===== config.mk =====
export PLATFORM = sky130hd
export DESIGN_NAME = id_ex_register_flat
export DESIGN_NICKNAME = d
export VERILOG_FILES = /design/src/rtl/id_ex_register_if.sv /design/src/rtl/id_ex_register.sv /design/src/flat_wrapper.sv
export SDC_FILE = /design/constraint.sdc
export NUM_CORES = 1
export LEC_CHECK = 0
export ABC_CLOCK_PERIOD_IN_PS = 1300
export CAP_MARGIN = 15
export CORE_MARGIN = 3
export CORE_UTILIZATION = 35
export DETAILED_ROUTE_END_ITERATION = 6
export GPL_ROUTABILITY_DRIVEN = 0
export HOLD_SLACK_MARGIN = 0.02
export PLACE_DENSITY = 0.83
export SYNTH_ARGS = -nofsm -noshare
export SYNTH_HDL_FRONTEND = slang
export SYNTH_SLANG_ARGS = --single-unit

===== constraint.sdc =====
create_clock -name clk -period 1.3 [get_ports clk]
set_clock_uncertainty 0.2 [all_clocks]
set_input_delay 0.39 -clock clk [delete_from_list [all_inputs] [get_ports clk]]
set_output_delay 0.39 -clock clk [all_outputs]
set_load 0.02 [all_outputs]

===== src/rtl/id_ex_register_if.sv =====
// ID/EX pipeline bundle: decode-side id_* signals in, execute-side ex_* signals out.
// master = decode stage / driver, slave = the ID/EX register.
interface id_ex_register_if #(
  parameter int DATA_WIDTH = 32
);
  logic                  id_valid;
  logic [1:0]            id_wb_ctrl;
  logic [3:0]            id_m_ctrl;
  logic [6:0]            id_ex_ctrl;
  logic [DATA_WIDTH-1:0] id_pc_plus4;
  logic [DATA_WIDTH-1:0] id_read_data1;
  logic [DATA_WIDTH-1:0] id_read_data2;
  logic [DATA_WIDTH-1:0] id_imm;
  logic [4:0]            id_rs;
  logic [4:0]            id_rt;
  logic [4:0]            id_rd;

  logic                  ex_valid;
  logic [1:0]            ex_wb_ctrl;
  logic [3:0]            ex_m_ctrl;
  logic [6:0]            ex_ex_ctrl;
  logic [DATA_WIDTH-1:0] ex_pc_plus4;
  logic [DATA_WIDTH-1:0] ex_read_data1;
  logic [DATA_WIDTH-1:0] ex_read_data2;
  logic [DATA_WIDTH-1:0] ex_imm;
  logic [4:0]            ex_rs;
  logic [4:0]            ex_rt;
  logic [4:0]            ex_rd;
  logic                  ex_mem_read;

  modport master (
    output id_valid, id_wb_ctrl, id_m_ctrl, id_ex_ctrl, id_pc_plus4,
           id_read_data1, id_read_data2, id_imm, id_rs, id_rt, id_rd,
    input  ex_valid, ex_wb_ctrl, ex_m_ctrl, ex_ex_ctrl, ex_pc_plus4,
           ex_read_data1, ex_read_data2, ex_imm, ex_rs, ex_rt, ex_rd, ex_mem_read
  );

  modport slave (
    input  id_valid, id_wb_ctrl, id_m_ctrl, id_ex_ctrl, id_pc_plus4,
           id_read_data1, id_read_data2, id_imm, id_rs, id_rt, id_rd,
    output ex_valid, ex_wb_ctrl, ex_m_ctrl, ex_ex_ctrl, ex_pc_plus4,
           ex_read_data1, ex_read_data2, ex_imm, ex_rs, ex_rt, ex_rd, ex_mem_read
  );
endinterface


===== src/rtl/id_ex_register.sv =====
// ID/EX pipeline register with stall (hold) and flush (bubble) control.
// Define ID_EX_PERF_EN to add the bubble_count port and its 32-bit counter.
module id_ex_register #(
  parameter int         DATA_WIDTH   = 32,
  parameter logic [4:0] BUBBLE_ALUOP = 5'b11111
) (
  input  logic                 clk,
  input  logic                 rst,
  input  logic                 stall,
  input  logic                 flush,
  id_ex_register_if.slave      bus
`ifdef ID_EX_PERF_EN
  ,
  output logic [31:0]          bubble_count
`endif
);

  localparam logic [6:0] BUBBLE_EX = {2'b00, BUBBLE_ALUOP};

  logic                  valid_q;
  logic [1:0]            wb_q;
  logic [3:0]            m_q;
  logic [6:0]            ex_q;
  logic [DATA_WIDTH-1:0] pc_q;
  logic [DATA_WIDTH-1:0] rd1_q;
  logic [DATA_WIDTH-1:0] rd2_q;
  logic [DATA_WIDTH-1:0] imm_q;
  logic [4:0]            rs_q;
  logic [4:0]            rt_q;
  logic [4:0]            rd_q;

  always_ff @(posedge clk) begin
    if (rst || flush) begin
      valid_q <= 1'b0;
      wb_q    <= 2'b00;
      m_q     <= 4'b0000;
      ex_q    <= BUBBLE_EX;
      pc_q    <= '0;
      rd1_q   <= '0;
      rd2_q   <= '0;
      imm_q   <= '0;
      rs_q    <= '0;
      rt_q    <= '0;
      rd_q    <= '0;
    end else if (!stall) begin
      valid_q <= bus.id_valid;
      pc_q    <= bus.id_pc_plus4;
      rd1_q   <= bus.id_read_data1;
      rd2_q   <= bus.id_read_data2;
      imm_q   <= bus.id_imm;
      rs_q    <= bus.id_rs;
      rt_q    <= bus.id_rt;
      rd_q    <= bus.id_rd;
      // An invalid slot keeps its data but must not write, access memory or branch.
      if (bus.id_valid) begin
        wb_q <= bus.id_wb_ctrl;
        m_q  <= bus.id_m_ctrl;
        ex_q <= bus.id_ex_ctrl;
      end else begin
        wb_q <= 2'b00;
        m_q  <= 4'b0000;
        ex_q <= BUBBLE_EX;
      end
    end
  end

`ifdef ID_EX_PERF_EN
  logic [31:0] bubble_cnt;

  always_ff @(posedge clk) begin
    if (rst)
      bubble_cnt <= '0;
    else if (flush)
      bubble_cnt <= bubble_cnt + 32'd1;
  end

  assign bubble_count = bubble_cnt;
`endif

  assign bus.ex_valid      = valid_q;
  assign bus.ex_wb_ctrl    = wb_q;
  assign bus.ex_m_ctrl     = m_q;
  assign bus.ex_ex_ctrl    = ex_q;
  assign bus.ex_pc_plus4   = pc_q;
  assign bus.ex_read_data1 = rd1_q;
  assign bus.ex_read_data2 = rd2_q;
  assign bus.ex_imm        = imm_q;
  assign bus.ex_rs         = rs_q;
  assign bus.ex_rt         = rt_q;
  assign bus.ex_rd         = rd_q;
  assign bus.ex_mem_read   = m_q[1];

endmodule


===== src/flat_wrapper.sv =====
// flat-port wrapper written by rule: the top's interface ports become plain ports
module id_ex_register_flat 
#(
  parameter int         DATA_WIDTH   = 32,
  parameter logic [4:0] BUBBLE_ALUOP = 5'b11111
)
  (clk, rst, stall, flush, bus_id_valid, bus_id_wb_ctrl, bus_id_m_ctrl, bus_id_ex_ctrl, bus_id_pc_plus4, bus_id_read_data1, bus_id_read_data2, bus_id_imm, bus_id_rs, bus_id_rt, bus_id_rd, bus_ex_valid, bus_ex_wb_ctrl, bus_ex_m_ctrl, bus_ex_ex_ctrl, bus_ex_pc_plus4, bus_ex_read_data1, bus_ex_read_data2, bus_ex_imm, bus_ex_rs, bus_ex_rt, bus_ex_rd, bus_ex_mem_read);
  id_ex_register_if #(.DATA_WIDTH(DATA_WIDTH)) bus_i ();
  input  logic clk;
  input  logic rst;
  input  logic stall;
  input  logic flush;
  input wire logic [$bits(bus_i.id_valid)-1:0] bus_id_valid;
  input wire logic [$bits(bus_i.id_wb_ctrl)-1:0] bus_id_wb_ctrl;
  input wire logic [$bits(bus_i.id_m_ctrl)-1:0] bus_id_m_ctrl;
  input wire logic [$bits(bus_i.id_ex_ctrl)-1:0] bus_id_ex_ctrl;
  input wire logic [$bits(bus_i.id_pc_plus4)-1:0] bus_id_pc_plus4;
  input wire logic [$bits(bus_i.id_read_data1)-1:0] bus_id_read_data1;
  input wire logic [$bits(bus_i.id_read_data2)-1:0] bus_id_read_data2;
  input wire logic [$bits(bus_i.id_imm)-1:0] bus_id_imm;
  input wire logic [$bits(bus_i.id_rs)-1:0] bus_id_rs;
  input wire logic [$bits(bus_i.id_rt)-1:0] bus_id_rt;
  input wire logic [$bits(bus_i.id_rd)-1:0] bus_id_rd;
  output wire logic [$bits(bus_i.ex_valid)-1:0] bus_ex_valid;
  output wire logic [$bits(bus_i.ex_wb_ctrl)-1:0] bus_ex_wb_ctrl;
  output wire logic [$bits(bus_i.ex_m_ctrl)-1:0] bus_ex_m_ctrl;
  output wire logic [$bits(bus_i.ex_ex_ctrl)-1:0] bus_ex_ex_ctrl;
  output wire logic [$bits(bus_i.ex_pc_plus4)-1:0] bus_ex_pc_plus4;
  output wire logic [$bits(bus_i.ex_read_data1)-1:0] bus_ex_read_data1;
  output wire logic [$bits(bus_i.ex_read_data2)-1:0] bus_ex_read_data2;
  output wire logic [$bits(bus_i.ex_imm)-1:0] bus_ex_imm;
  output wire logic [$bits(bus_i.ex_rs)-1:0] bus_ex_rs;
  output wire logic [$bits(bus_i.ex_rt)-1:0] bus_ex_rt;
  output wire logic [$bits(bus_i.ex_rd)-1:0] bus_ex_rd;
  output wire logic [$bits(bus_i.ex_mem_read)-1:0] bus_ex_mem_read;
  assign bus_i.id_valid = bus_id_valid;
  assign bus_i.id_wb_ctrl = bus_id_wb_ctrl;
  assign bus_i.id_m_ctrl = bus_id_m_ctrl;
  assign bus_i.id_ex_ctrl = bus_id_ex_ctrl;
  assign bus_i.id_pc_plus4 = bus_id_pc_plus4;
  assign bus_i.id_read_data1 = bus_id_read_data1;
  assign bus_i.id_read_data2 = bus_id_read_data2;
  assign bus_i.id_imm = bus_id_imm;
  assign bus_i.id_rs = bus_id_rs;
  assign bus_i.id_rt = bus_id_rt;
  assign bus_i.id_rd = bus_id_rd;
  assign bus_ex_valid = bus_i.ex_valid;
  assign bus_ex_wb_ctrl = bus_i.ex_wb_ctrl;
  assign bus_ex_m_ctrl = bus_i.ex_m_ctrl;
  assign bus_ex_ex_ctrl = bus_i.ex_ex_ctrl;
  assign bus_ex_pc_plus4 = bus_i.ex_pc_plus4;
  assign bus_ex_read_data1 = bus_i.ex_read_data1;
  assign bus_ex_read_data2 = bus_i.ex_read_data2;
  assign bus_ex_imm = bus_i.ex_imm;
  assign bus_ex_rs = bus_i.ex_rs;
  assign bus_ex_rt = bus_i.ex_rt;
  assign bus_ex_rd = bus_i.ex_rd;
  assign bus_ex_mem_read = bus_i.ex_mem_read;
  id_ex_register #(.DATA_WIDTH(DATA_WIDTH), .BUBBLE_ALUOP(BUBBLE_ALUOP)) u_core (.clk(clk), .rst(rst), .stall(stall), .flush(flush), .bus(bus_i));
endmodule

# Word-level counts from Yosys, hierarchy flattened
# Cells that the tools add are included.
# op_classes
mux,3
reduce_logical,1
# op_table
operator,n
$mux 7,1
$mux 4,1
$mux 2,1
$logic_or 1x1->1,1
# word_totals
regBits,157
wordCells,15

# Logic depth before layout (Yosys ltp)
# logic_depth
ltp_word,1
mapped_depth,5
ltp_nobuf,2

# Least setup slack after synthesis
# Ideal clock, no wire load.
# synth_path
path_kind,input-to-reg
from,input stall
to,register u_core.pc_q[30] (netlist: u_core.bus.ex_pc_plus4[30])
setup_ns,0.128
arrival_time_ns,1.071
t_required_ns,0.972
slack_ns,-0.098
stages,5
cell_sequence,buf_2 -> buf_6 -> buf_6 -> mux2i_1 -> nor2_1
# synth_rtl
item,line_no,text
from (decl),flat_wrapper.sv:11,input logic stall;
to (signal assigned),id_ex_register.sv:47,pc_q <= bus.id_pc_plus4;
to (decl),id_ex_register.sv:24,logic [DATA_WIDTH-1:0] pc_q;

# Worst setup path after layout
# layout_path
from,register u_core.imm_q[0] (netlist: u_core.bus.ex_imm[0])
to,output bus_ex_imm[0]
# layout_rtl
item,line_no,text
from (decl),id_ex_register.sv:27,logic [DATA_WIDTH-1:0] imm_q;
from (signal assigned),id_ex_register.sv:50,imm_q <= bus.id_imm;
to (decl),flat_wrapper.sv:31,output wire logic [$bits(bus_i.ex_imm)-1:0] bus_ex_imm;
# No word-level cell between the ends.

==> results.py <==
metrics = {
    "finish": {
        "diodes": 0,
        "layout_common_cells": "160 x buf_6, 157 x clkdlybuf4s50_1, 155 x dfxtp_2",
        "drive_gt1_frac": 0.453,
        "nets": 1037,
        "nFillCells": 1093,
        "fin_area_um2": 10400,
        "syn2layout_area_growth_pct": 84.4,
        "final_common_cell": "buf_6",
    },
    "logic_synthesis": {
        "synth_top_family_by_area": "multiplexers",
        "synth_cell_types": 14,
        "ys_ff_latch": 157,
        "synth-adder-area-share": 0,
        "synth_xor_xnor_area_share": 0,
        "ys_seq_area_frac": 0.555,
        "syn-num-nets": 685,
        "yosys.area_share.simple": 0.125,
        "synth_compound_area_frac": 0.0115,
        "ys.warnings.count": 0,
        "syn_avg_cell_area_um2": 10.8,
        "synth_area_um2": 5660,
        "synth.area.mux_share": 0.254,
        "synthCells": 524,
    },
    "cts": {
        "root_buffer": "clkbuf_16",
        "htreeDepth": 4,
        "clk_pin_slew_ns": 0.06,
        "clock_path_buffers": 2,
        "cts.sinks": 157,
        "cts_buffers": 17,
        "clk_latency_ns": 0.41,
        "cts_tree": "built",
    },
    "worst_setup_path": {
        "crit_path_max_fanout": 2,
        "critPathMaxStageDelay_ns": 0.36,
        "crit_type": "register to output port",
        "crit_path_cell_trace": "buf_6",
        "ff2ff_path_depth": 4,
        "start_kind": "register",
        "critPathArrivalTime_ns": 0.90,
        "r2r-start": "u_core.bus.ex_pc_plus4[16]$_SDFFE_PP0N_",
        "r2r_end": "u_core.bus.ex_pc_plus4[16]$_SDFFE_PP0N_",
        "worstPathRequired_ns": 0.71,
        "crit_path_start": "u_core.bus.ex_imm[0]$_SDFFE_PP0N_",
        "cpMaxStageDelayCell": "dfxtp_4",
        "cp_top_family": "flip-flops",
        "cp.depth": 1,
        "reg2reg_slack_ns": 0.21,
        "crit_path_end_kind": "output port",
        "crit_buf_inv": 1,
        "crit_end": "bus_ex_imm[0]",
    },
    "floorplanning": {
        "fp.dieW_um": 133,
        "num_rows": 45,
        "io_pins": 319,
        "die_h_um": 133,
        "core_area_um2": 15500,
        "start_util": 0.364,
        "dieArea_um2": 17700,
    },
    "run_status": {
        "status": "finished with violations",
        "violations": "negative setup slack",
    },
    "sta": {
        "period_share": 1.14,
        "slew_headroom": 0.851,
        "layout_min_cycle_time_ns": 1.49,
        "finalSetupViolCount": 158,
        "rsz0062_at_grt": "yes",
        "fmax_mhz": 673,
        "slew_violations": 0,
        "finalSetupTns_ns": -24.16,
        "finalHoldViolCount": 0,
        "worst_pin_slew_ns": 0.224,
        "setup_slack_ns": -0.186,
    },
    "worst_hold_path": {
        "hold_class": "primary input to register",
        "holdPathStages": 3,
    },
    "drt": {
        "wl_per_cell_um": 16.5,
        "drc": 0,
        "met2_length_um": 9240,
        "wl_met1_um": 6690,
        "vias": 5036,
        "drt_iter0_drc": 153,
        "postRouteAntennaNets": 0,
        "post_drt_via_cell_ratio": 4.58,
        "wirelength_um": 18100,
        "dr.pass1.iters": 4,
        "top_layer_used": "met4",
        "route.met3.wl_um": 1850,
    },
    "power_and_ir_drop": {
        "powerDensity_nw_per_um2": 1170,
        "finalPower_w": 0.0122,
        "p_leak_nw": 4.70,
        "ir_drop_mv": 1.07,
    },
    "place": {
        "pre_cts_slack_ns": -0.481,
        "io_buffers": 318,
        "dp_hpwl_um": 12600,
        "place_area_um2": 9120,
    },
    "global_routing": {
        "grt_pass1_vias": 5305,
        "grt_use_total": 0.199,
        "grt_antenna_before_repair": 0,
        "grt_pass1_wl_um": 28100,
        "overflow": 0,
        "grt_max_degree": 34,
    },
    "run": {
        "max_cap_violations": 0,
    },
}
-- power by group --
part	internal, W	switching (W)	leakage (nW)
logic	0.00107	0.000699	3.05
registers	0.00499	0.000111	1.35
clock network	0.00325	0.00204	0.303
-- cells by family after synthesis --
kind of cell           after synthesis
flip-flops                         157
AO/OA/AOI/OAI                       13
AND/OR/NAND/NOR                    172
multiplexers                       144
buffers and inverters               38
-- worst min path at each step --
stage	slack [ns]	startpoint	end
3_5_place_dp	0.25	u_core.bus.ex_m_ctrl[0]$_SDFFE_PP0N_	u_core.bus.ex_m_ctrl[0]$_SDFFE_PP0N_
6_report	0.21	stall	u_core.bus.ex_pc_plus4[30]$_SDFFE_PP0N_
2_1_floorplan	0.32	rst	u_core.bus.ex_ex_ctrl[0]$_SDFFE_PP1N_
4_1_cts	0.18	stall	u_core.bus.ex_pc_plus4[30]$_SDFFE_PP0N_
3_3_place_gp	0.25	u_core.bus.ex_m_ctrl[0]$_SDFFE_PP0N_	u_core.bus.ex_m_ctrl[0]$_SDFFE_PP0N_
5_1_grt	0.22	stall	u_core.bus.ex_pc_plus4[30]$_SDFFE_PP0N_
-- area by class of cell --
class,count,area (um^2),share of cell area
timing repair buffer,370,3970,0.380
tap,211,264,0.0253
clock inverter,11,156,0.0150
multi-input combinational,330,2230,0.214
sequential,157,3340,0.320
clock buffer,21,480,0.0460
-- synth_stat cells --
| cell | number | area [um^2] |
|---|---|---|
| nor3b_1 | 5 | 37.5 |
| a21oi_1 | 8 | 40.0 |
| nand3b_1 | 8 | 60.1 |
| dfxtp_1 | 157 | 3140 |
| mux2i_1 | 144 | 1440 |
| o21ai_0 | 5 | 25.0 |
| nand2_1 | 8 | 30.0 |
| or2_1 | 1 | 6.26 |
| buf_6 | 20 | 225 |
| nor2b_1 | 5 | 31.3 |
| buf_2 | 7 | 35.0 |
| nor2_1 | 145 | 544 |
| clkbuf_1 | 10 | 37.5 |
| buf_4 | 1 | 7.51 |
-- metal layers --
layer | up-vias | track usage
met4 | 0 | 0.0703
met1 | 2340 | 0.206
met3 | 25 | 0.0891
met2 | 231 | 0.358
li1 | 2440 | -
met5 | - | 0
-- state kept, by name (all words and copies together), names as in the netlist --
name and flops:
u_core.bus.ex_pc_plus4 32, u_core.bus.ex_valid 1, u_core.bus.ex_wb_ctrl 2, u_core.bus.ex_rd 5
u_core.bus.ex_imm 32, u_core.bus.ex_m_ctrl 4, u_core.bus.ex_rs 5, u_core.bus.ex_read_data2 32
u_core.bus.ex_ex_ctrl 7, u_core.bus.ex_rt 5, u_core.bus.ex_read_data1 32
-- metrics by stage --
step           instances   util  hold slack (ns)
4_1_cts             1091  0.667            0.185
5_1_grt             1100  0.672            0.216
3_3_place_gp        1041  0.587            0.248
3_5_place_dp        1041  0.587            0.252
6_report            1100  0.672            0.209
2_1_floorplan        524      -            0.320
-- what timing repair did --
action / 4_1_cts / 5_1_grt
cloned: 4 / 0
buffers inserted: 14 / 9
gates resized for setup: 1105 / 4
setup endpoints to repair: 178 / 161
pin swaps: 1 / 0
hold buffers: 0 / 0
No activity file was read; power rests on OpenSTA's default activity.
